===== config.mk =====
export PLATFORM = sky130hd
export DESIGN_NAME = neuron_lif_n
export DESIGN_NICKNAME = d
export VERILOG_FILES = /design/src/rtl/neuron_pkg.sv /design/src/rtl/neuron_adder_tree.sv /design/src/rtl/neuron_lif_n.sv
export SDC_FILE = /design/constraint.sdc
export NUM_CORES = 1
export LEC_CHECK = 0
export ABC_AREA = 1
export CORE_MARGIN = 1.5
export CORE_UTILIZATION = 53
export CTS_CLUSTER_DIAMETER = 150
export DETAILED_ROUTE_END_ITERATION = 7
export PLACE_DENSITY = 0.83
export SYNTH_ARGS = -nofsm -noshare
export SYNTH_HDL_FRONTEND = slang
export SYNTH_SLANG_ARGS = --single-unit

===== constraint.sdc =====
create_clock -name clk -period 7.51 [get_ports clk]
set_clock_uncertainty 0.05 [all_clocks]
set_input_delay 2.253 -clock clk [delete_from_list [all_inputs] [get_ports clk]]
set_output_delay 2.253 -clock clk [all_outputs]
set_load 0.02 [all_outputs]

===== src/rtl/neuron_pkg.sv =====
// Shared types and width helpers for the leaky integrate-and-fire neuron.
package neuron_pkg;

    typedef enum logic [1:0] {
        ST_INTEGRATE = 2'd0,
        ST_ARMED     = 2'd1,
        ST_FIRE      = 2'd2,
        ST_REFRACT   = 2'd3
    } neuron_state_t;

    // Counter width for values 0..v-1, never narrower than one bit.
    function automatic int clog2_min1(input int v);
        return (v <= 2) ? 1 : $clog2(v);
    endfunction

    // Width that holds the sum of n_in unsigned words of in_w bits without overflow.
    function automatic int sum_width(input int n_in, input int in_w);
        return in_w + ((n_in <= 1) ? 0 : $clog2(n_in));
    endfunction

    function automatic int max_int(input int a, input int b);
        return (a > b) ? a : b;
    endfunction

endpackage


===== src/rtl/neuron_adder_tree.sv =====
// Combinational N_IN-way unsigned adder; the sum is forced to zero when the inputs are not valid.
module neuron_adder_tree
    import neuron_pkg::*;
#(
    parameter int N_IN = 4,
    parameter int IN_W = 16
) (
    input  logic [N_IN*IN_W-1:0]              data_i,
    input  logic                              valid_i,
    output logic [sum_width(N_IN, IN_W)-1:0]  sum_o
);

    localparam int SUM_W = sum_width(N_IN, IN_W);

    logic [SUM_W-1:0] chan [N_IN];

    for (genvar gi = 0; gi < N_IN; gi++) begin : g_chan
        assign chan[gi] = valid_i ? SUM_W'(data_i[gi*IN_W +: IN_W]) : '0;
    end

    always_comb begin
        sum_o = '0;
        for (int k = 0; k < N_IN; k++) begin
            sum_o = sum_o + chan[k];
        end
    end

endmodule


===== src/rtl/neuron_lif_n.sv =====
// Leaky integrate-and-fire neuron: saturating potential, spike released on a fixed frame slot, refractory hold.
// Optional per-frame leak is compiled in when NEURON_LEAK_EN is defined.
module neuron_lif_n
    import neuron_pkg::*;
#(
    parameter int N_IN       = 4,
    parameter int IN_W       = 16,
    parameter int ACC_W      = 20,
    parameter int THRESH     = 36,
    parameter int PERIOD     = 16,
    parameter int DELAY      = 12,
    parameter int REFRACT    = 3,
    parameter int LEAK_SHIFT = 4
) (
    input  logic                            clk,
    input  logic                            reset,
    input  logic [N_IN*IN_W-1:0]            inspk,
    input  logic                            in_valid,
    output logic                            spike,
    output logic [clog2_min1(PERIOD)-1:0]   slot_cnt,
    output logic [ACC_W-1:0]                potential,
    output logic                            busy
);

    localparam int SLOT_W = clog2_min1(PERIOD);
    localparam int SUM_W  = sum_width(N_IN, IN_W);
    localparam int EXT_W  = max_int(ACC_W, SUM_W) + 1;
    localparam int REFR_W = clog2_min1(REFRACT + 1);

    localparam logic [SLOT_W-1:0] SLOT_LAST  = SLOT_W'(PERIOD - 1);
    localparam logic [SLOT_W-1:0] SLOT_DELAY = SLOT_W'(DELAY);
    localparam logic [ACC_W-1:0]  THRESH_V   = ACC_W'(THRESH);
    localparam logic [ACC_W-1:0]  ACC_MAX    = '1;
    localparam logic [REFR_W-1:0] REFR_LOAD  = (REFRACT > 0) ? REFR_W'(REFRACT - 1) : '0;

    neuron_state_t     state_q, state_d;
    logic [SLOT_W-1:0] slot_q, slot_d;
    logic [ACC_W-1:0]  pot_q, pot_d;
    logic [REFR_W-1:0] refr_q, refr_d;
    logic              spike_q;
    logic              busy_q;

    logic [SUM_W-1:0]  sum;
    logic [ACC_W-1:0]  pot_leak;
    logic [EXT_W-1:0]  pot_ext;
    logic [ACC_W-1:0]  pot_sat;

    neuron_adder_tree #(
        .N_IN (N_IN),
        .IN_W (IN_W)
    ) u_adder (
        .data_i  (inspk),
        .valid_i (in_valid),
        .sum_o   (sum)
    );

`ifdef NEURON_LEAK_EN
    // Leak is taken on the last slot of the frame, before this cycle's input is added.
    assign pot_leak = (slot_q == SLOT_LAST) ? (pot_q - (pot_q >> LEAK_SHIFT)) : pot_q;
`else
    logic [7:0] unused_leak_shift;
    assign unused_leak_shift = 8'(LEAK_SHIFT);
    assign pot_leak          = pot_q;
`endif

    assign pot_ext = EXT_W'(pot_leak) + EXT_W'(sum);
    assign pot_sat = (pot_ext > EXT_W'(ACC_MAX)) ? ACC_MAX : pot_ext[ACC_W-1:0];

    always_comb begin
        state_d = state_q;
        pot_d   = pot_q;
        refr_d  = refr_q;
        slot_d  = (slot_q == SLOT_LAST) ? '0 : slot_q + 1'b1;

        unique case (state_q)
            ST_INTEGRATE: begin
                pot_d = pot_sat;
                if (pot_q > THRESH_V) begin
                    state_d = ST_ARMED;
                end
            end
            ST_ARMED: begin
                pot_d = pot_sat;
                // Potential is cleared as the spike is issued so it reads zero during the pulse.
                if (slot_q == SLOT_DELAY) begin
                    state_d = ST_FIRE;
                    pot_d   = '0;
                end
            end
            ST_FIRE: begin
                pot_d = '0;
                if (REFRACT > 0) begin
                    state_d = ST_REFRACT;
                    refr_d  = REFR_LOAD;
                end else begin
                    state_d = ST_INTEGRATE;
                end
            end
            ST_REFRACT: begin
                pot_d = '0;
                if (refr_q == '0) begin
                    state_d = ST_INTEGRATE;
                end else begin
                    refr_d = refr_q - 1'b1;
                end
            end
            default: begin
                state_d = ST_INTEGRATE;
                pot_d   = '0;
            end
        endcase
    end

    always_ff @(posedge clk) begin
        if (!reset) begin
            state_q <= ST_INTEGRATE;
            slot_q  <= '0;
            pot_q   <= '0;
            refr_q  <= '0;
            spike_q <= 1'b0;
            busy_q  <= 1'b0;
        end else begin
            state_q <= state_d;
            slot_q  <= slot_d;
            pot_q   <= pot_d;
            refr_q  <= refr_d;
            spike_q <= (state_d == ST_FIRE);
            busy_q  <= (state_d != ST_INTEGRATE);
        end
    end

    assign spike     = spike_q;
    assign slot_cnt  = slot_q;
    assign potential = pot_q;
    assign busy      = busy_q;

endmodule

==> summary.md, run 1 <==
| Metric | Value |
|---|---|
| Max Cap Viol | 0 |
| Setup CP Type | input port to flip-flop |
| Arrival time at the worst endpoint | 6.78 ns |
| CP peak stage delay | 0.53 ns |
| Drt via density | 4.81 |
| Pin count of the biggest net entering global routing | 52 |
| Reg2Reg Depth | 12 |
| Fin crit period | 6.69 ns |
| Antenna Nets Post-Route | 0 |
| # port buffers | 92 |
| Clock power frac | 0.082 |
| Logic pwr share | 0.765 |
| Leakage | 3.21 nW |
| Vias in the first global route | 4225 |
| Routability cong. | 0.967 |
| Max FO, Critical Path | 16 |
| Net count after synthesis | 836 |
| Core area | 8130 µm² |
| Row Count | 33 |
| CP startpoint | inspk[49] |
| # diodes | 0 |
| RSZ-0062 raised after global routing | false |
| Die width | 94.3 µm |
| R2R Path Start | potential[0] |
| Flop pwr share | 0.153 |
| Max VDD drop | 0.106 mV |
| Power Total | 0.00175 W |
| Clock buffer depth | 2 |
| Post-CTS Setup Repair Bufs | 0 |
| Crit. path cell count | 27 |
| Setup TNS | 0 ns |
| Drt pass-1 iters | 4 |
| Layout cells sized above 1 | 0.0519 |
| Worst-path clk slew | 0.07 ns |
| Global-route wire length before repair | 18.3 mm |
| Fin. max-slew vios | 0 |
| Metal-1 WL | 4.66 mm |
| Min-Delay Path Class | flip-flop to flip-flop |
| Fill count | 696 |
| Antenna violations before repair | 0 |
| Crit-path most repeated cell | inv_1 |
| Upper clock frequency limit | 150 MHz |
| Pwr dens | 315 nW/µm² |
| Least-Margin Pin Slew | 0.697 ns |
| Psw | 0.000937 W |
| Met2 Wirelength | 5.47 mm |
| Hold Vio Cnt, Final | 0 |
| Reg area | 601 µm² |
| Net Sw Frac | 0.536 |
| Clock latency on the worst-skew pair | 0.28 ns |
| Layout net count | 928 |
| Internal power | 0.000812 W |
| Worst path required time | 7.60 ns |
| Post-synthesis area per instance | 6.33 µm² |
| WP buf/inv | 8 |
| Final worst path period share | 0.890 |
| Synth top area share | 0.171 |
| Die area | 8880 µm² |
| Hold_sp | refr_q[0] |
| CTS buffer count | 5 |
| Status | completed |
| Clk root buf | clkbuf_8 |
| Starting density of the core | 0.543 |
| YS warnings | 0 |
| Io pins | 93 |
| Uppermost layer routed | met4 |
| Footprint of the multi-input gates | 3090 µm² |
| Netlist cell types | 35 |
| Met3 Routed Length | 460 µm |
| Via count | 4309 |
| Cell taking the most area after synthesis | nand2_1 |
| Area growth, synth to finish | 25.7% |
| Post-synthesis cell area | 4410 µm² |
| Wire per inst | 12.0 µm |
| CP endpoint kind | flip-flop |
| Register area share after synthesis | 0.136 |
| Top cells by area, synth | nand2_1 17%, inv_1 15%, fa_1 15% |
| Hold buffers post-CTS | 0 |
| CTS tree | yes |
| # resized after CTS | 0 |
| Synthesized flop and latch total | 30 |
| GRT Total Usage | 0.258 |
| Relative slew margins | 0.535 |
| Slowest-stage cell, CP | fa_1 |
| Final setup fails | 0 |
| H-tree depth | 2 |
| GRT Residual Overflow | 0 |
| Die height | 94.3 µm |
| Clock sinks | 30 |
| Starting DRT DRC Count | 157 |
| CP startpoint kind | input port |
| DR DRC count | 0 |
| Cells after synthesis | 697 |
| CP delay by family, top | adder cells |
| Hpwl dp | 9.34 mm |
| Worst hold path cell count | 1 |
| Drt total wl | 10.8 mm |
==> placed cells by master, fill, tap and decap left out, types with 9 or more instances in the layout <==
| cell | n |
|---|---|
| a21oi_1 | 36 |
| xor2_1 | 11 |
| dfxtp_1 | 30 |
| o21ai_0 | 15 |
| inv_1 | 180 |
| fa_1 | 33 |
| a21oi_2 | 10 |
| nand2_2 | 9 |
| clkdlybuf4s50_1 | 91 |
| xnor2_1 | 10 |
| nand2_1 | 201 |
| nor2_1 | 43 |
| nand3_1 | 33 |
| ha_1 | 39 |
==> synthesized netlist by cell type <==
cell type / number
nor4_1: 2
xnor2_1: 10
o21bai_1: 2
nand4_1: 3
nor3_1: 6
inv_1: 180
a211oi_1: 1
nand2_2: 9
nand3b_1: 3
clkbuf_1: 6
a31oi_1: 3
buf_1: 1
ha_1: 39
nor2_4: 5
and2_4: 1
buf_2: 1
nor2_1: 43
o211ai_1: 1
o31ai_1: 1
nor2_2: 1
buf_8: 1
fa_1: 33
dfxtp_1: 30
o21ai_1: 3
nand2_1: 201
a21oi_2: 10
xor2_1: 11
inv_2: 1
o21ai_0: 15
o2111ai_1: 1
or2_2: 2
a21oi_1: 36
o21a_1: 1
nor3b_4: 1
nand3_1: 33
==> per-layer routing <==
metal  vias up  global-route usage
li1       2275                   -
met4         0              0.0697
met3        14              0.0275
met5         -                   0
met1      1910               0.303
met2       110               0.489
==> power groups by stage <==
stage | registers (W) | clock network, W | logic, W
3_5_place_dp | 0.000271 | 0 | 0.00133
3_3_place_gp | 0.000269 | 0 | 0.00131
6_report | 0.000267 | 0.000144 | 0.00134
5_1_grt | 0.000272 | 0.000154 | 0.00152
2_1_floorplan | 0.000309 | 0 | 0.000914
4_1_cts | 0.000268 | 0.000147 | 0.00134
==> per-stage QoR <==
step                      setup slack (ns)  std cells  instance area (µm²)  utilization  hold slack [ns]
after global routing                 0.444        895                 5550        0.682            0.437
after CTS                            0.813        895                 5550        0.682            0.418
after detailed placement             0.515        887                 5450        0.671            0.404
after global placement               0.631        887                 5450        0.671            0.409
final                                0.823        895                 5550        0.682            0.418
after floorplan                       1.01        697                 4410            -            0.390
==> registers in the layout, summed over array words and instances, names as in the netlist <==
| name | cells |
|---|---|
| refr_q | 2 |
| spike | 1 |
| state_q | 2 |
| busy | 1 |
| potential | 20 |
| slot_cnt | 4 |
==> cells by family after synthesis <==
group           Yosys count  share of synthesized area
xor+xnor                 21                     0.0417
simple gates            310                      0.300
compound gates           74                     0.0975
fa+ha+maj                72                      0.260
buf+inv                 190                      0.164
flops                    30                      0.136
==> worst paths after layout <==
kind                         to  slack, ns
setup reg to reg  potential[11]       5.20
setup / recovery  potential[11]       0.82
hold / removal        refr_q[0]       0.42
hold reg to reg       refr_q[0]       0.42
==> final cells by class <==
cell class	count	area share
sequential	30	0.108
timing repair buffer	94	0.172
multi-input combinational	477	0.556
clock buffer	6	0.0149
tap	105	0.0237
inverter	181	0.122
clock inverter	2	0.00225
No activity file was read; power rests on OpenSTA's default activity.
==> inputs of run 2 (changes only) <==
- ABC_CLOCK_PERIOD_IN_PS: unset -> 7510
- CORE_UTILIZATION: 53 -> 54
- SYNTH_HIERARCHICAL: unset -> 1
==> summary.md, run 2 <==
| Metric | Value |
|---|---|
| # resized after CTS | 0 |
| Worst hold path cell count | 1 |
| Upper clock frequency limit | 142 MHz |
| Die height | 95.4 µm |
| Layout cells sized above 1 | 0.0534 |
| Max FO, Critical Path | 33 |
| YS warnings | 6 |
| Fin Hold WS | 0.445 ns |
| CTS buffer count | 5 |
| Final setup fails | 0 |
| Met1 usage | 0.349 |
| # port buffers | 92 |
| Setup TNS | 0 ns |
| Clk root buf | clkbuf_8 |
| Antenna violations before repair | 0 |
| DP Area | 5630 µm² |
| Synth Area in Compound Gates | 0.0594 |
| Layout net count | 999 |
| Commonest non-fill, non-tap cells in the layout | 265 x nand2_1, 207 x inv_1, 91 x clkdlybuf4s50_1, 53 x nor2_1, 38 x ha_1 |
| Die width | 95.4 µm |
| Post-synthesis area per instance | 6.00 µm² |
| CP endpoint kind | flip-flop |
| Synth top area share | 0.216 |
| R2R Path Start | potential[0] |
| Least-Margin Pin Slew | 0.805 ns |
| RR Endpoint | potential[11] |
| Core area | 8260 µm² |
| Max Cap Viol | 0 |
| Cell with the most instances after synthesis | nand2_1 |
| Multiplexer share of the synthesized area | 0 |
| R2R Setup Slk | 4.87 ns |
| Fin crit period | 7.02 ns |
| DR DRC count | 0 |
| Clock buffer depth | 2 |
| Leakage | 3.52 nW |
| Routability cong. | 0.956 |
| Main combinational cell family by area after synthesis | simple AND/OR/NAND/NOR gates |
| Via count | 4673 |
| FFs w/ async S/R, synth | 0 |
| GRT Residual Overflow | 0 |
| Antenna Nets Post-Route | 0 |
| Commonest cells post-synth | 265 x nand2_1, 207 x inv_1, 53 x nor2_1, 38 x ha_1, 33 x fa_1 |
| Row Count | 33 |
| Synth Flop Type | dfxtp_1 |
| Clock latency on the worst-skew pair | 0.29 ns |
| Hold_sp | slot_cnt[0] |
| Max VDD drop | 0.195 mV |
| Drt via density | 4.83 |
| Io pins | 93 |
| Power Total | 0.00176 W |
| Drt pass-1 iters | 5 |
| Top cells by area, synth | nand2_1 22%, inv_1 17%, fa_1 14% |
| Hold buffers post-CTS | 0 |
| Final worst path period share | 0.935 |
| # diodes | 0 |
| Final core utilization | 0.698 |
| Footprint of the multi-input gates | 3170 µm² |
| Drt total wl | 11.3 mm |
| Worst path required time | 7.62 ns |
| Max reg flops | 20 |
| Global-route wire length before repair | 19.2 mm |
| Fill count | 749 |
| Starting density of the core | 0.559 |
| Die area | 9110 µm² |
| Most common cell after layout, fill and taps aside | nand2_1 |
| Min-Delay Path Class | flip-flop to flip-flop |
| Synthesized flop and latch total | 30 |
| CP startpoint kind | input port |
| Global routing usage on met3 | 0.0494 |
| GRT Total Usage | 0.267 |
| Fin. max-slew vios | 0 |
| Pwr dens | 304 nW/µm² |
| Cells after synthesis | 769 |
| Post-synthesis cell area | 4610 µm² |
| Worst hold endpoint | slot_cnt[0] |
| Net count after synthesis | 907 |
| Reg2Reg Depth | 11 |
| Worst-path clk slew | 0.07 ns |
| Status | completed |
| H-tree depth | 2 |
| Netlist cell types | 34 |
| Hold Vio Cnt, Final | 0 |
| Post-CTS Setup Repair Bufs | 0 |
| Arrival time at the worst endpoint | 7.13 ns |
| RSZ-0062 raised after global routing | false |
| Final Cell Area | 5770 µm² |
| Pin count of the biggest net entering global routing | 34 |
| Starting DRT DRC Count | 180 |
| Post-Synth XOR/XNOR Area | 0.0304 |
| Met2 Track Usage GR | 0.465 |
| Number of enable flip-flop cells after synthesis | 0 |
| Clock sinks | 30 |
| Hpwl dp | 9.67 mm |
| Area growth, synth to finish | 25.0% |
| Vias in the first global route | 4470 |
| Setup CP Type | input port to flip-flop |
| CTS tree | yes |
| Simple-Gate Fraction of Synth Area | 0.350 |
| Reg area | 601 µm² |
| Cell taking the most area after synthesis | nand2_1 |
| Adder-Cell Fraction of Synth Area | 0.246 |
| Busiest grt layer | met2 |
| Register area share after synthesis | 0.130 |
| Wire per inst | 11.7 µm |
| Relative slew margins | 0.461 |
[run 2: changes by cell type in the layout (fill, tap and decap cells not counted), moves of 4 or more]
cell     change
a21oi_1     -13
a21oi_2      -6
inv_1       +27
inv_2        +4
nand2_1     +64
nand3_1      -5
nand3_2      +5
nor2_1      +10
nor2_4       -4
xnor2_1      -7
[run 2: power breakdown]
part / switching [W] / internal [W] / total, W / leakage (nW)
logic: 0.000795 / 0.000495 / 0.00129 / 3.20
clock network: 0.0000684 / 0.000142 / 0.000210 / 0.0714
registers: 0.0000457 / 0.000211 / 0.000257 / 0.248
[run 2: cells by family after synthesis]
| logic type | count (synthesis) |
|---|---|
| AND/OR/NAND/NOR | 385 |
| AO/OA/AOI/OAI | 46 |
| buffers and inverters | 221 |
| adder cells (fa/ha/maj) | 71 |
| XOR/XNOR | 16 |
| flip-flops | 30 |
[run 2: how the worst max path moves through the flow]
stage	from	end	slack [ns]	cells past startpoint
after floorplan	in_valid	potential[17]	1.33	28
after global routing	in_valid	potential[3]	0.02	24
after global placement	in_valid	potential[11]	0.34	27
after detailed placement	in_valid	potential[11]	0.24	26
after CTS	in_valid	potential[11]	0.53	26
final	in_valid	potential[11]	0.49	26
[run 2: per-stage QoR]
stage                     setup WS [ns]  std cells
final                             0.491        967
after global routing             0.0154        967
after CTS                         0.531        967
after detailed placement          0.242        959
after global placement            0.342        959
after floorplan                    1.33        769
[run 2: area by class of cell]
class	instances	area share
well taps	105	0.0228
clock buffers	6	0.0143
repair buffers	94	0.161
clock inverters	2	0.0104
multi-input cells	518	0.549
flip-flops and latches	30	0.104
inverters	212	0.138
[run 2: layer usage]
layer / routed length, µm / vias up
met4: 116 / 0
met5: 0 / -
li1: - / 2427
met2: 5260 / 144
met1: 5180 / 2092
met3: 790 / 10
[run 2: critical path: stages]
cell and delay (ns):
buf_2 0.46, nand2_1 0.10, inv_1 0.11, fa_1 0.46, fa_1 0.50, ha_1 0.24, fa_1 0.40, nand2_1 0.12
nand2_1 0.06, nand3b_1 0.08, nand2_1 0.11, nand2_1 0.11, nand2_1 0.06, nand2_1 0.06, nand2_1 0.07, ha_1 0.35
nand2_2 0.14, inv_1 0.05, nand2_1 0.06, nand2_1 0.06, a21oi_1 0.12, nand2_1 0.08, nor2_2 0.57, inv_2 0.18
nor2_1 0.22, nor2_1 0.08
==> inputs of run 3 (changes only) <==
- SLEW_MARGIN: unset -> 20
==> results of run 3 <==
No change in the layout: final DEF, timing and power equal those of run 2.
